`config.mk`:
```
export PLATFORM = sky130hd
export DESIGN_NAME = mem_stage_seq
export DESIGN_NICKNAME = d
export VERILOG_FILES = /design/src/rtl/lc3b_types.sv /design/src/rtl/byte_lane_mask.sv /design/src/rtl/mem_stage_seq.sv
export SDC_FILE = /design/constraint.sdc
export NUM_CORES = 1
export LEC_CHECK = 0
export ABC_AREA = 1
export BUFFER_PORTS_ARGS = -buffer_cell sky130_fd_sc_hd__buf_2
export CELL_PAD_IN_SITES_DETAIL_PLACEMENT = 0
export CELL_PAD_IN_SITES_GLOBAL_PLACEMENT = 2
export CORE_MARGIN = 3
export CORE_UTILIZATION = 29
export CTS_BUF_LIST = sky130_fd_sc_hd__clkbuf_8
export CTS_CLUSTER_DIAMETER = 100
export CTS_CLUSTER_SIZE = 10
export DETAILED_ROUTE_END_ITERATION = 10
export PLACE_DENSITY_LB_ADDON = 0.1
export SLEW_MARGIN = 20
export SYNTH_ARGS = -nofsm -noshare
export SYNTH_HDL_FRONTEND = slang
export SYNTH_SLANG_ARGS = --single-unit
```
`constraint.sdc`:
```
create_clock -name clk -period 4.67 [get_ports clk]
set_input_delay 1.1675 -clock clk [delete_from_list [all_inputs] [get_ports clk]]
set_output_delay 1.1675 -clock clk [all_outputs]
set_load 0.05 [all_outputs]
```
`src/rtl/lc3b_types.sv`:
```
// Shared types for the LC-3b pipeline memory stage.
package lc3b_types;

  typedef enum logic [1:0] {
    IDLE = 2'd0,
    IND  = 2'd1,
    DATA = 2'd2
  } mem_seq_state_t;

endpackage

```
`src/rtl/byte_lane_mask.sv`:
```
// Byte-lane steering for the data cache: write mask and store-data replication.
module byte_lane_mask #(
  parameter int WIDTH = 16,
  parameter int LANES = WIDTH / 8,
  parameter int SELW  = (LANES > 1) ? $clog2(LANES) : 1
) (
  input  logic             byte_en,
  input  logic [SELW-1:0]  sel,
  input  logic [WIDTH-1:0] data,
  output logic [LANES-1:0] mask,
  output logic [WIDTH-1:0] lane_data
);

  always_comb begin
    for (int i = 0; i < LANES; i++) begin
      mask[i] = !byte_en || (LANES == 1) || (sel == SELW'(i));
    end
  end

  // A byte store puts the same byte on every lane; the mask picks the one that lands.
  assign lane_data = byte_en ? {LANES{data[7:0]}} : data;

endmodule

```
`src/rtl/mem_stage_seq.sv`:
```
// MEM-stage sequencer: plain, byte and N-level indirect loads/stores towards the
// data cache, holding the pipeline until the final response.
module mem_stage_seq
  import lc3b_types::*;
#(
  parameter int WIDTH   = 16,
  parameter int MAX_IND = 2,
  parameter int LVLW    = $clog2(MAX_IND + 1)
) (
  input  logic               clk,
  input  logic               reset,
  input  logic               req_valid,
  input  logic               req_read,
  input  logic               req_write,
  input  logic               req_byte,
  input  logic [LVLW-1:0]    req_levels,
  input  logic [WIDTH-1:0]   req_addr,
  input  logic [WIDTH-1:0]   req_wdata,
  input  logic               flush,
  output logic               dmem_read,
  output logic               dmem_write,
  output logic [WIDTH/8-1:0] dmem_wmask,
  output logic [WIDTH-1:0]   dmem_address,
  output logic [WIDTH-1:0]   dmem_wdata,
  input  logic               dmem_resp,
  input  logic [WIDTH-1:0]   dmem_rdata,
  output logic               stall,
  output logic               done,
  output logic [WIDTH-1:0]   rdata,
  output logic               busy
);

  localparam int LANES = WIDTH / 8;
  localparam int SELW  = (LANES > 1) ? $clog2(LANES) : 1;

  mem_seq_state_t   state, next_state;
  logic [WIDTH-1:0] cur_addr, wdata_q, rdata_q;
  logic [LVLW-1:0]  lvl_q, lvl_in;
  logic             byte_q, write_q, squash;
  logic             accept, kill;
  logic [LANES-1:0] lane_mask;
  logic [WIDTH-1:0] lane_data;

  assign lvl_in = (req_levels > LVLW'(MAX_IND)) ? LVLW'(MAX_IND) : req_levels;
  assign accept = (state == IDLE) && req_valid && (req_read || req_write) && !flush;
  // A flush in the response cycle itself must also suppress done and rdata.
  assign kill   = squash || flush;
  assign busy   = (state != IDLE);
  assign rdata  = rdata_q;

  byte_lane_mask #(.WIDTH(WIDTH)) u_lane (
    .byte_en   (byte_q),
    .sel       (cur_addr[SELW-1:0]),
    .data      (wdata_q),
    .mask      (lane_mask),
    .lane_data (lane_data)
  );

  // NOTE: every output gets a default before the case, so no path can infer a latch.
  always_comb begin
    next_state   = state;
    dmem_read    = 1'b0;
    dmem_write   = 1'b0;
    dmem_wmask   = '0;
    dmem_address = '0;
    dmem_wdata   = '0;
    stall        = 1'b0;
    done         = 1'b0;
    unique case (state)
      IDLE: begin
        if (accept) begin
          stall      = 1'b1;
          next_state = (lvl_in != '0) ? IND : DATA;
        end
      end
      IND: begin
        dmem_read    = 1'b1;
        dmem_address = cur_addr;
        dmem_wmask   = '1;
        stall        = 1'b1;
        if (dmem_resp) begin
          if (kill)                       next_state = IDLE;
          else if (lvl_q == LVLW'(1))     next_state = DATA;
        end
      end
      DATA: begin
        dmem_read    = !write_q;
        dmem_write   = write_q;
        dmem_address = cur_addr;
        dmem_wmask   = lane_mask;
        dmem_wdata   = lane_data;
        stall        = !dmem_resp;
        if (dmem_resp) begin
          next_state = IDLE;
          done       = !kill;
        end
      end
      default: next_state = IDLE;
    endcase
  end

  // NOTE: state registers use non-blocking assignments so every flop samples pre-edge values.
  always_ff @(posedge clk or posedge reset) begin
    if (reset) begin
      state    <= IDLE;
      cur_addr <= '0;
      wdata_q  <= '0;
      rdata_q  <= '0;
      lvl_q    <= '0;
      byte_q   <= 1'b0;
      write_q  <= 1'b0;
      squash   <= 1'b0;
    end else begin
      state  <= next_state;
      squash <= (next_state == IDLE) ? 1'b0 : (squash | (busy & flush));
      if (accept) begin
        cur_addr <= req_addr;
        wdata_q  <= req_wdata;
        byte_q   <= req_byte;
        write_q  <= req_write;
        lvl_q    <= lvl_in;
      end
      if (state == IND && dmem_resp) begin
        cur_addr <= dmem_rdata;
        lvl_q    <= lvl_q - LVLW'(1);
      end
      if (state == DATA && dmem_resp && !write_q && !kill) rdata_q <= dmem_rdata;
    end
  end

endmodule
```
==> results of run 1 <==
==> worst min path at each step <==
| stage | end | from | slack [ps] | cells past startpoint |
|---|---|---|---|---|
| after floorplan | wdata_q[10] | wdata_q[10] | 440 | 2 |
| after global placement | wdata_q[9] | wdata_q[9] | 460 | 2 |
| after detailed placement | wdata_q[11] | wdata_q[11] | 460 | 2 |
| after CTS | wdata_q[11] | wdata_q[11] | 490 | 2 |
| after global routing | wdata_q[11] | wdata_q[11] | 510 | 2 |
| final | wdata_q[12] | wdata_q[12] | 480 | 2 |
==> final cells by class <==
type / instances / area share, %
flip-flops and latches: 55 / 39.58
multi-input cells: 232 / 31.59
repair buffers: 113 / 16.34
inverters: 52 / 5.614
well taps: 108 / 3.886
clock buffers: 7 / 2.771
clock inverters: 1 / 0.2159
==> cells by family after synthesis <==
family,after synthesis
simple gates,181
buf+inv,65
flops,55
compound gates,39
mux,7
fa+ha+maj,5
==> power by group <==
part	leakage, nW	total, mW	switching, mW	internal [mW]
sequential	0.696	0.828	0.134	0.694
combinational	1.40	1.36	1.02	0.337
clock	0.0505	0.292	0.156	0.135
total	2.14	2.48	1.31	1.17
==> cells in the final DEF, fill, tap and decap left out <==
cell type,n
a31oi_1,1
nor2_1,18
nand2_4,1
inv_2,3
mux2_2,5
clkinvlp_4,1
o211ai_1,11
a21oi_1,6
buf_4,1
clkinv_1,2
inv_1,47
mux2_4,2
or2_4,1
clkbuf_8,7
dfrtp_1,55
buf_2,112
nor2_4,2
ha_1,5
nand4_1,1
nand3b_1,1
o21ai_0,21
nand2_2,1
nand3_1,8
nand2_1,148
==> stage by stage <==
| step | utilization, % | instances |
|---|---|---|
| 2_1_floorplan | - | 352 |
| 3_3_place_gp | 37.76 | 560 |
| 3_5_place_dp | 37.76 | 560 |
| 4_1_cts | 38.92 | 568 |
| 5_1_grt | 38.92 | 568 |
| 6_report | 38.92 | 568 |
==> registers in the layout, indices dropped and copies added (netlist names) <==
register,cells
lvl_q,2
write_q,1
byte_q,1
squash,1
wdata_q,16
cur_addr,16
rdata,16
state,2
==> critical path: cells and delay by family <==
family / cells / cell delay, ps
AND/OR/NAND/NOR: 2 / 490
buffers and inverters: 2 / 390
AO/OA/AOI/OAI: 1 / 250
==> per-layer routing <==
metal	routed length (um)	track usage, %
met5	0	0
met4	57	3.287
met3	548	4.195
met2	3540	24.81
met1	3397	19.45
==> metrics, run 1 <==
synthesized area=2735 sq um; Pre-Repair DR Iteration Count=4; All-Layer GR Usage=around 15%; slowest CP cell=nand2_2; Final Cycle Share=74.39%; Crit. Startpoint=flush; routed vias/inst=4.357; Syn. warnings=0; Initial Util=30.62%; Syn Inst Count=352; hold_ws=483.5 ps; DR WL/cell=13.28 um; Simple-Gate Fraction of Synth Area=a little over a quarter; type of origin of the critical path=primary input; die area=10,630 sq um; Period minus WS final=3474 ps; final setup TNS=0 ps; status=complete, no violations; max incr delay on CP=340 ps; initial antenna violation count=0; Worst Setup Path Type=in2out; # rows=34; hold buffers post-CTS=0; power per standard cell area=roughly 700 nW/um^2; syn_nets=415; number of synthesized flops with an enable pin=0; Reg area=1376 sq um; Synth Area in Compound Gates=just over 8%; CTS Root Cell=clkbuf_8; Commonest cells post-synth=148 x nand2_1, 55 x dfrtp_1, 48 x inv_1; area leader, netlist=dfrtp_1; area grow syn2layout=27.13%; count leader, synth=nand2_1; reg2reg setup slack=2390 ps; post-route cell area=roughly 3500 sq um; WP data arrival=about 2300 ps; most frequent CP cell=buf_2; max_cap viols=0; Num CTS Buffers=5; measured slew at the worst slew-check pin=761.3 ps; Top FF cell, synth=dfrtp_1; Post-CTS Resized=0; CP Cell Sequence=buf_2 > nor2_1 > nand2_2 > a31oi_1 > buf_2; VDD IR max=0.2437 mV; R2R depth=8; Post-Synth XOR/XNOR Area=0%; Die W=103.1 um; ys async rst share=100.0%; GP Congestion=slightly above 0.8; CTS tree=yes; die height=103.1 um; first-pass GRT wire length=12,480 um; CP Data Required Time=3500 ps; Netlist cell types=24; DRT iter0 DRCs=75; Ant. Diodes=0; worst setup path end=stall; HPWL Detailed=5442 um; vias in the first global route=2,566; H-tree Lvls=2; CTS sink cnt=55; worst skew pair latency=300 ps; final setup vio count=0; Adder-Cell Fraction of Synth Area=approximately 2.3%; RR Endpoint=byte_q; CTS clk-pin slew, worst paths=around 100 ps; io pins=113; Mean Syn Cell Area=roughly 8 sq um; DRC=0; post-route ant nets=0; layout cells sized above 1=29.57%; Pins Over Slew Limit=0; multi-input logic area=1099 sq um; worst reg2reg startpoint=state[1]; Seq cells post-synth=55; Tightest Hold Check Type=reg2reg; Slew headroom=49.25%; Final Hold Vio Count=0; ranking of synthesized cells by area=dfrtp_1 50%, nand2_1 20%, inv_1 6.6%, o21ai_0 3.8%, o211ai_1 3.0%; I/O Buffers=112; sequential-to-total area share from yosys stat=50.32%; Overall Power=2.476 mW; Final WS setup=1196 ps; final wirelength=~7500 um; Placed Area=3373 sq um; Crit. End Element=primary output; leakage power=2.144 nW; post-synth top area share=50.32%; Nets=522; largest net degree at the start of global routing=30; CP Max Fanout=24; Fill cells=991; RSZ-0062 raised after global routing=false; CORE AREA=a little under 9000 sq um; setup bufs post-CTS=0; fmax=287.8 MHz; largest family of logic cells by synthesized area=simple AND/OR/NAND/NOR gates; pre-CTS setup slack=1179 ps; Clock Skews=just under 4 ps; mux cell area share after synthesis=3.156%; Max Buffers Root-to-Sink=2; Vias=2,475; Congestion Overflow GR=0
(Power assumes the default switching activity.)
==> run 2, diff against run 1 <==
--- a/config.mk
+++ b/config.mk
@@ -10,7 +10,7 @@
 export CELL_PAD_IN_SITES_DETAIL_PLACEMENT = 0
 export CELL_PAD_IN_SITES_GLOBAL_PLACEMENT = 2
 export CORE_MARGIN = 3
-export CORE_UTILIZATION = 29
+export CORE_UTILIZATION = 24
 export CTS_BUF_LIST = sky130_fd_sc_hd__clkbuf_8
 export CTS_CLUSTER_DIAMETER = 100
 export CTS_CLUSTER_SIZE = 10
==> constraint.sdc (replaced) <==
create_clock -name clk -period 3 [get_ports clk]
set_input_delay 0.75 -clock clk [delete_from_list [all_inputs] [get_ports clk]]
set_output_delay 0.75 -clock clk [all_outputs]
set_load 0.05 [all_outputs]
==> run 2 against run 1 <==
Power increased by 57%. Die area increased by 20%. Worst hold slack got worse by 84 ps. Largest cell class unchanged. Critical endpoint is now dmem_wmask[1]. Wire length increased by 7.9%.
==> metrics, run 2 (synthesis gave the netlist of run 1 again) <==
measured slew at the worst slew-check pin=461.2 ps (was 761.3 ps); Tightest Hold Check Type=in2async (was reg2reg); Seq pwr share=33.5% (was 33.4%); RSZ-0062 raised after global routing=false (unchanged); final wirelength=8141 um (was 7544 um); power per standard cell area=1093 nW/um^2 (was 712.2 nW/um^2); Comb pwr share=55.4% (was 54.8%); largest net degree at the start of global routing=26 (was 30); CP Max Fanout=21 (was 24); die area=12,710 sq um (was 10,630 sq um); fmax=375.5 MHz; io pins=113 (unchanged); pre-CTS setup slack=660.2 ps (was 1179 ps); Num CTS Buffers=5 (unchanged); worst skew pair latency=310 ps (was 300 ps); DRT iter0 DRCs=94 (was 75); slowest CP cell=dfrtp_1 (was nand2_2); RR Endpoint=lvl_q[0] (was byte_q); Congestion Overflow GR=0 (unchanged); setup bufs post-CTS=0 (unchanged); fin cells=606 (was 568); GP Congestion=0.7434 (was 0.8042); final setup vio count=0 (unchanged); Worst Setup Path Type=reg2out (was in2out); type of origin of the critical path=flip-flop (was primary input); final setup TNS=0 ps (unchanged); Clock Skews=7.007 ps (was 3.947 ps); area grow syn2layout=29.64% (was 27.13%); CTS Root Cell=clkbuf_8 (unchanged); Nets=528 (was 522); Worst path top cell family by delay=buffers and inverters (was simple AND/OR/NAND/NOR gates); Final Hold Vio Count=0 (unchanged); CTS tree=yes (unchanged); routed vias/inst=4.152 (was 4.357); hold buffers post-CTS=0 (unchanged); Switching Fraction=53.69% (was 52.90%); CP Buf/Inv Count=3 (was 2); status=complete, no violations (unchanged); NetSw=2.081 mW (was 1.310 mW); HPWL Detailed=5881 um (was 5442 um); max incr delay on CP=430 ps (was 340 ps); DR WL/cell=13.43 um (was 13.28 um); Vias=2,516 (was 2,475); R2R depth=9 (was 8); initial antenna violation count=0 (unchanged); CTS clk-pin slew, worst paths=110 ps (was 100 ps); leakage power=2.171 nW (was 2.144 nW); CP Cell Sequence=inv_1 > ha_1 > buf_4 > o21ai_0 > a21oi_1 > buf_2 (was buf_2 > nor2_1 > nand2_2 > a31oi_1 > buf_2); Final Cycle Share=about 89%; CTS sink cnt=55 (unchanged); Pre-Repair DR Iteration Count=4 (unchanged); WP data arrival=1910 ps (was 2310 ps); die height=112.8 um (was 103.1 um); Die W=112.8 um (was 103.1 um); Inst Count DP=598 (was 560); Ant. Diodes=0 (unchanged); Period minus WS final=2663 ps; DRC=0 (unchanged); clock share of power=11.1% (was 11.8%); most frequent cells in the layout=148 x nand2_1, 112 x buf_2, 55 x dfrtp_1 (unchanged); post-route cell area=3546 sq um (was 3477 sq um); Pins Over Slew Limit=0 (unchanged); I/O Buffers=112 (unchanged); post-route ant nets=0 (unchanged); Crit. End Element=primary output (unchanged); reg2reg setup slack=990 ps (was 2390 ps); Slew headroom=69.18% (was 49.25%); All-Layer GR Usage=12.93% (was 14.95%); # rows=38 (was 34); CP Data Required Time=2250 ps (was 3500 ps); CORE AREA=10,980 sq um (was 8934 sq um); max_cap viols=0 (unchanged); Placed Area=3458 sq um (was 3373 sq um); internal power=1.796 mW (was 1.166 mW); commonest non-fill, non-tap cell in the layout=nand2_1 (unchanged); Post-CTS Resized=0 (unchanged); H-tree Lvls=2 (unchanged); first-pass GRT wire length=13,130 um (was 12,480 um); Final WS setup=336.9 ps (was 1196 ps); worst reg2reg startpoint=state[0] (was state[1]); Max Buffers Root-to-Sink=2 (unchanged); vias in the first global route=2,597 (was 2,566); Initial Util=24.90% (was 30.62%); layout cells sized above 1=30.47% (was 29.57%); VDD IR max=0.4038 mV (was 0.2437 mV)
[run 2: cell types whose count changed in the layout (fill, tap and decap cells not counted)]
cell and change:
inv_6 +1, clkinv_2 +2, clkbuf_8 -2, clkinvlp_4 -1, buf_4 +6
[run 2: power by group through the flow]
stage | Combinational [mW] | Clock [mW] | Sequential [mW]
2_1_floorplan | 1.35 | 0 | 1.57
3_3_place_gp | 2.17 | 0 | 1.32
3_5_place_dp | 2.19 | 0 | 1.31
4_1_cts | 2.19 | 0.455 | 1.30
5_1_grt | 2.35 | 0.476 | 1.35
6_report | 2.15 | 0.429 | 1.30
[run 2: worst max-delay path by stage]
stage | startpoint | end | slack [ps] | depth (start not counted)
2_1_floorplan | req_valid | stall | 230 | 5
3_3_place_gp | state[0] | dmem_wmask[1] | 690 | 6
3_5_place_dp | byte_q | dmem_wmask[1] | 660 | 4
4_1_cts | byte_q | dmem_wmask[1] | 300 | 4
5_1_grt | byte_q | dmem_wmask[1] | 130 | 4
6_report | state[0] | dmem_wmask[1] | 340 | 6
[run 2: routing by layer]
layer	track usage (%)	up-vias	part of all wire [%]	wire (um)
met5	0	-	0	0
met4	2.885	0	0.74	60
met3	3.636	4	7.1	579
met2	21.52	75	46	3773
met1	16.78	1145	46	3727
li1	-	1292	-	-
[run 2: layout make-up]
cell class / instances / area, sq um
clock buffers: 5 / 68.82
clock inverters: 3 / 18.77
fillers: 1231 / 7437
inverters: 52 / 195.2
multi-input cells: 232 / 1099
flip-flops and latches: 55 / 1376
well taps: 140 / 175.2
repair buffers: 119 / 613.1
[run 2: worst register-to-register path, stage by stage (launching register included)]
cell and delay (ps):
dfrtp_1 430, inv_1 120, ha_1 240, nand2_1 70, nor2_1 140, nand2_2 70, buf_4 230, nor2_4 400
nand3b_1 140, o211ai_1 100
[run 2: through the flow]
stage                     power, mW  utilization, %  hold slack [ps]
final                         3.877           32.29            399.8
after global routing          4.181           32.29            421.3
after global placement        3.492           31.49            457.6
after floorplan               2.921               -            443.6
after detailed placement      3.501           31.49            460.5
after CTS                     3.948           32.29            404.5
==> run 3, diff against run 2 <==
--- a/config.mk
+++ b/config.mk
@@ -10,7 +10,7 @@
 export CELL_PAD_IN_SITES_DETAIL_PLACEMENT = 0
 export CELL_PAD_IN_SITES_GLOBAL_PLACEMENT = 2
 export CORE_MARGIN = 3
-export CORE_UTILIZATION = 24
+export CORE_UTILIZATION = 26
 export CTS_BUF_LIST = sky130_fd_sc_hd__clkbuf_8
 export CTS_CLUSTER_DIAMETER = 100
 export CTS_CLUSTER_SIZE = 10
@@ -19,4 +19,5 @@
 export SLEW_MARGIN = 20
 export SYNTH_ARGS = -nofsm -noshare
 export SYNTH_HDL_FRONTEND = slang
+export SYNTH_HIERARCHICAL = 1
 export SYNTH_SLANG_ARGS = --single-unit
==> run 3 against run 2 <==
Global-route usage down 0.51 points. Flip-flop and latch count unchanged. Clock skew down 1.0 ps. Power up 5.0%. Critical path type unchanged. Largest cell class unchanged.
==> metrics, run 3 <==
status=complete, no violations (unchanged); layout cells sized above 1=36.44% (was 30.47%); Synth Area in Compound Gates=6.970% (was 8.188%); Max Buffers Root-to-Sink=2 (unchanged); power per standard cell area=1096 nW/um^2 (was 1093 nW/um^2); Num CTS Buffers=5 (unchanged); max_cap viols=0 (unchanged); Pre-Repair DR Iteration Count=4 (unchanged); ys async rst share=100.0% (unchanged); DRT iter0 DRCs=77 (was 94); synthesized area=2998 sq um (was 2735 sq um); H-tree Lvls=2 (unchanged); Tightest Hold Check Type=in2async (unchanged); CP Data Required Time=2250 ps (about the same); CORE AREA=11,030 sq um (was 10,980 sq um); final setup vio count=0 (unchanged); Slew headroom=59.24% (was 69.18%); setup bufs post-CTS=0 (unchanged); most frequent cells in the layout=132 x nand2_1, 112 x buf_2, 59 x inv_1 (was 148 x nand2_1, 112 x buf_2, 55 x dfrtp_1); die area=12,860 sq um (was 12,710 sq um); Simple-Gate Fraction of Synth Area=20.95% (was 26.53%); CTS Root Cell=clkbuf_8 (unchanged); Mean Syn Cell Area=8.715 sq um (was 7.770 sq um); CTS clk-pin slew, worst paths=110 ps (about the same); VDD IR max=0.4877 mV (was 0.4038 mV); # rows=38 (unchanged); DR WL/cell=13.35 um (was 13.43 um); Vias=2,448 (was 2,516); area grow syn2layout=23.96% (was 29.64%); final setup TNS=0 ps (unchanged); worst skew pair latency=310 ps (about the same); Period minus WS final=2673 ps (was 2663 ps); CTS sink cnt=55 (unchanged); ranking of synthesized cells by area=dfrtp_1 46%, nand2_1 17%, mux2_4 12%, inv_1 7.4%, o211ai_1 3.0% (was dfrtp_1 50%, nand2_1 20%, inv_1 6.6%, o21ai_0 3.8%, o211ai_1 3.0%); Worst Setup Path Type=reg2out (unchanged); Adder-Cell Fraction of Synth Area=2.087% (was 2.287%); mux cell area share after synthesis=11.52% (was 3.156%); Pins Over Slew Limit=0 (unchanged); HPWL Detailed=5750 um (was 5881 um); leakage power=2.334 nW (was 2.171 nW); area leader, netlist=dfrtp_1 (unchanged); Syn. warnings=6 (was 0); Post-CTS Resized=0 (unchanged); WP data arrival=1920 ps (was 1910 ps); number of synthesized flops with an enable pin=0 (unchanged); DRC=0 (unchanged); All-Layer GR Usage=12.42% (was 12.93%); Commonest cells post-synth=132 x nand2_1, 59 x inv_1, 55 x dfrtp_1 (was 148 x nand2_1, 55 x dfrtp_1, 48 x inv_1); vias in the first global route=2,537 (was 2,597); Nets=512 (was 528); Reg area=1376 sq um (unchanged); post-route ant nets=0 (unchanged); Final Hold Vio Count=0 (unchanged); largest net degree at the start of global routing=28 (was 26); final wirelength=7874 um (was 8141 um); routed vias/inst=4.149 (was 4.152); hold buffers post-CTS=0 (unchanged); largest family of logic cells by synthesized area=simple AND/OR/NAND/NOR gates (unchanged); initial antenna violation count=0 (unchanged); syn_nets=407 (was 415); io pins=113 (unchanged); first-pass GRT wire length=12,770 um (was 13,130 um); GP Congestion=0.7313 (was 0.7434); multi-input logic area=1245 sq um (was 1099 sq um); I/O Buffers=112 (unchanged); Ant. Diodes=0 (unchanged); Die W=113.4 um (was 112.8 um); Fill cells=1,193 (was 1,231); commonest non-fill, non-tap cell in the layout=nand2_1 (unchanged); count leader, synth=nand2_1 (unchanged); Syn Inst Count=344 (was 352); Post-Synth XOR/XNOR Area=0% (unchanged); die height=113.4 um (was 112.8 um); Crit. End Element=primary output (unchanged); type of origin of the critical path=flip-flop (unchanged); Finished Core Util=33.69% (was 32.29%); CTS tree=yes (unchanged); Top FF cell, synth=dfrtp_1 (unchanged); Clock Skews=5.968 ps (was 7.007 ps); Initial Util=27.18% (was 24.90%); CP Max Fanout=12 (was 21); fmax=374.1 MHz (was 375.5 MHz); sequential-to-total area share from yosys stat=45.91% (was 50.32%); measured slew at the worst slew-check pin=610.5 ps (was 461.2 ps); Seq cells post-synth=55 (unchanged); Congestion Overflow GR=0 (unchanged); post-synth top area share=45.91% (was 50.32%); RSZ-0062 raised after global routing=false (unchanged); Netlist cell types=25 (was 24); Final Cycle Share=89.09% (was 88.77%)
## run 3: area by class of cell
class | instances | area share [%]
Clock buffer | 5 | 1.852
Clock inverter | 3 | 0.4377
Inverter | 61 | 6.162
Multi-Input combinational cell | 208 | 33.50
Sequential cell | 55 | 37.04
Tap cell | 140 | 4.714
Timing Repair Buffer | 118 | 16.30
## run 3: worst max-delay path, cell delays in order (launching register included)
cell and delay (ps):
dfrtp_1 430, inv_1 110, ha_1 420, nand2_1 220, nor2_8 160, buf_2 280
## run 3: layer usage
| metal | GRT usage, % | routed length [um] | up-vias |
|---|---|---|---|
| li1 | - | - | 1252 |
| met1 | 15.70 | 3550 | 1117 |
| met2 | 21.45 | 3697 | 74 |
| met3 | 3.395 | 557 | 5 |
| met4 | 2.404 | 70 | 0 |
| met5 | 0 | 0 | - |
## run 3: metrics by stage
| step | area [sq um] | hold WS, ps | worst slack (ps) | cells | power [mW] |
|---|---|---|---|---|---|
| 2_1_floorplan | 2998 | 452.0 | 285.3 | 344 | 3.219 |
| 3_3_place_gp | 3631 | 462.2 | 685.0 | 582 | 3.701 |
| 3_5_place_dp | 3631 | 468.0 | 627.7 | 582 | 3.705 |
| 4_1_cts | 3716 | 494.7 | 266.9 | 590 | 4.144 |
| 5_1_grt | 3716 | 503.4 | 177.4 | 590 | 4.368 |
| 6_report | 3716 | 488.2 | 327.2 | 590 | 4.071 |
## run 3: cells by family (layout without fill, tap and decap cells)
group                      count (synthesis)  count (layout)
buffers and inverters                     81             187
AOI/OAI and AO/OA                         31              31
muxes                                     23              23
DFF                                       55              55
and+or+nand+nor                          149             149
adders and majority gates                  5               5
## run 3: final timing paths
check,cells after the start,to,startpoint,slack [ps]
worst max-delay path,5,done,state[0],330
worst min-delay path,2,rdata[4],reset,490
worst max register to register,9,lvl_q[0],state[0],910
worst min register to register,2,cur_addr[12],cur_addr[12],490
max in group asynchronous,3,wdata_q[0],reset,1830
min in group clk,2,cur_addr[12],cur_addr[12],490
## run 3: power breakdown
| part | switching [mW] | total (mW) | internal, mW |
|---|---|---|---|
| combinational | 1.64 | 2.35 | 0.712 |
| clock | 0.255 | 0.416 | 0.161 |
| sequential | 0.222 | 1.31 | 1.08 |
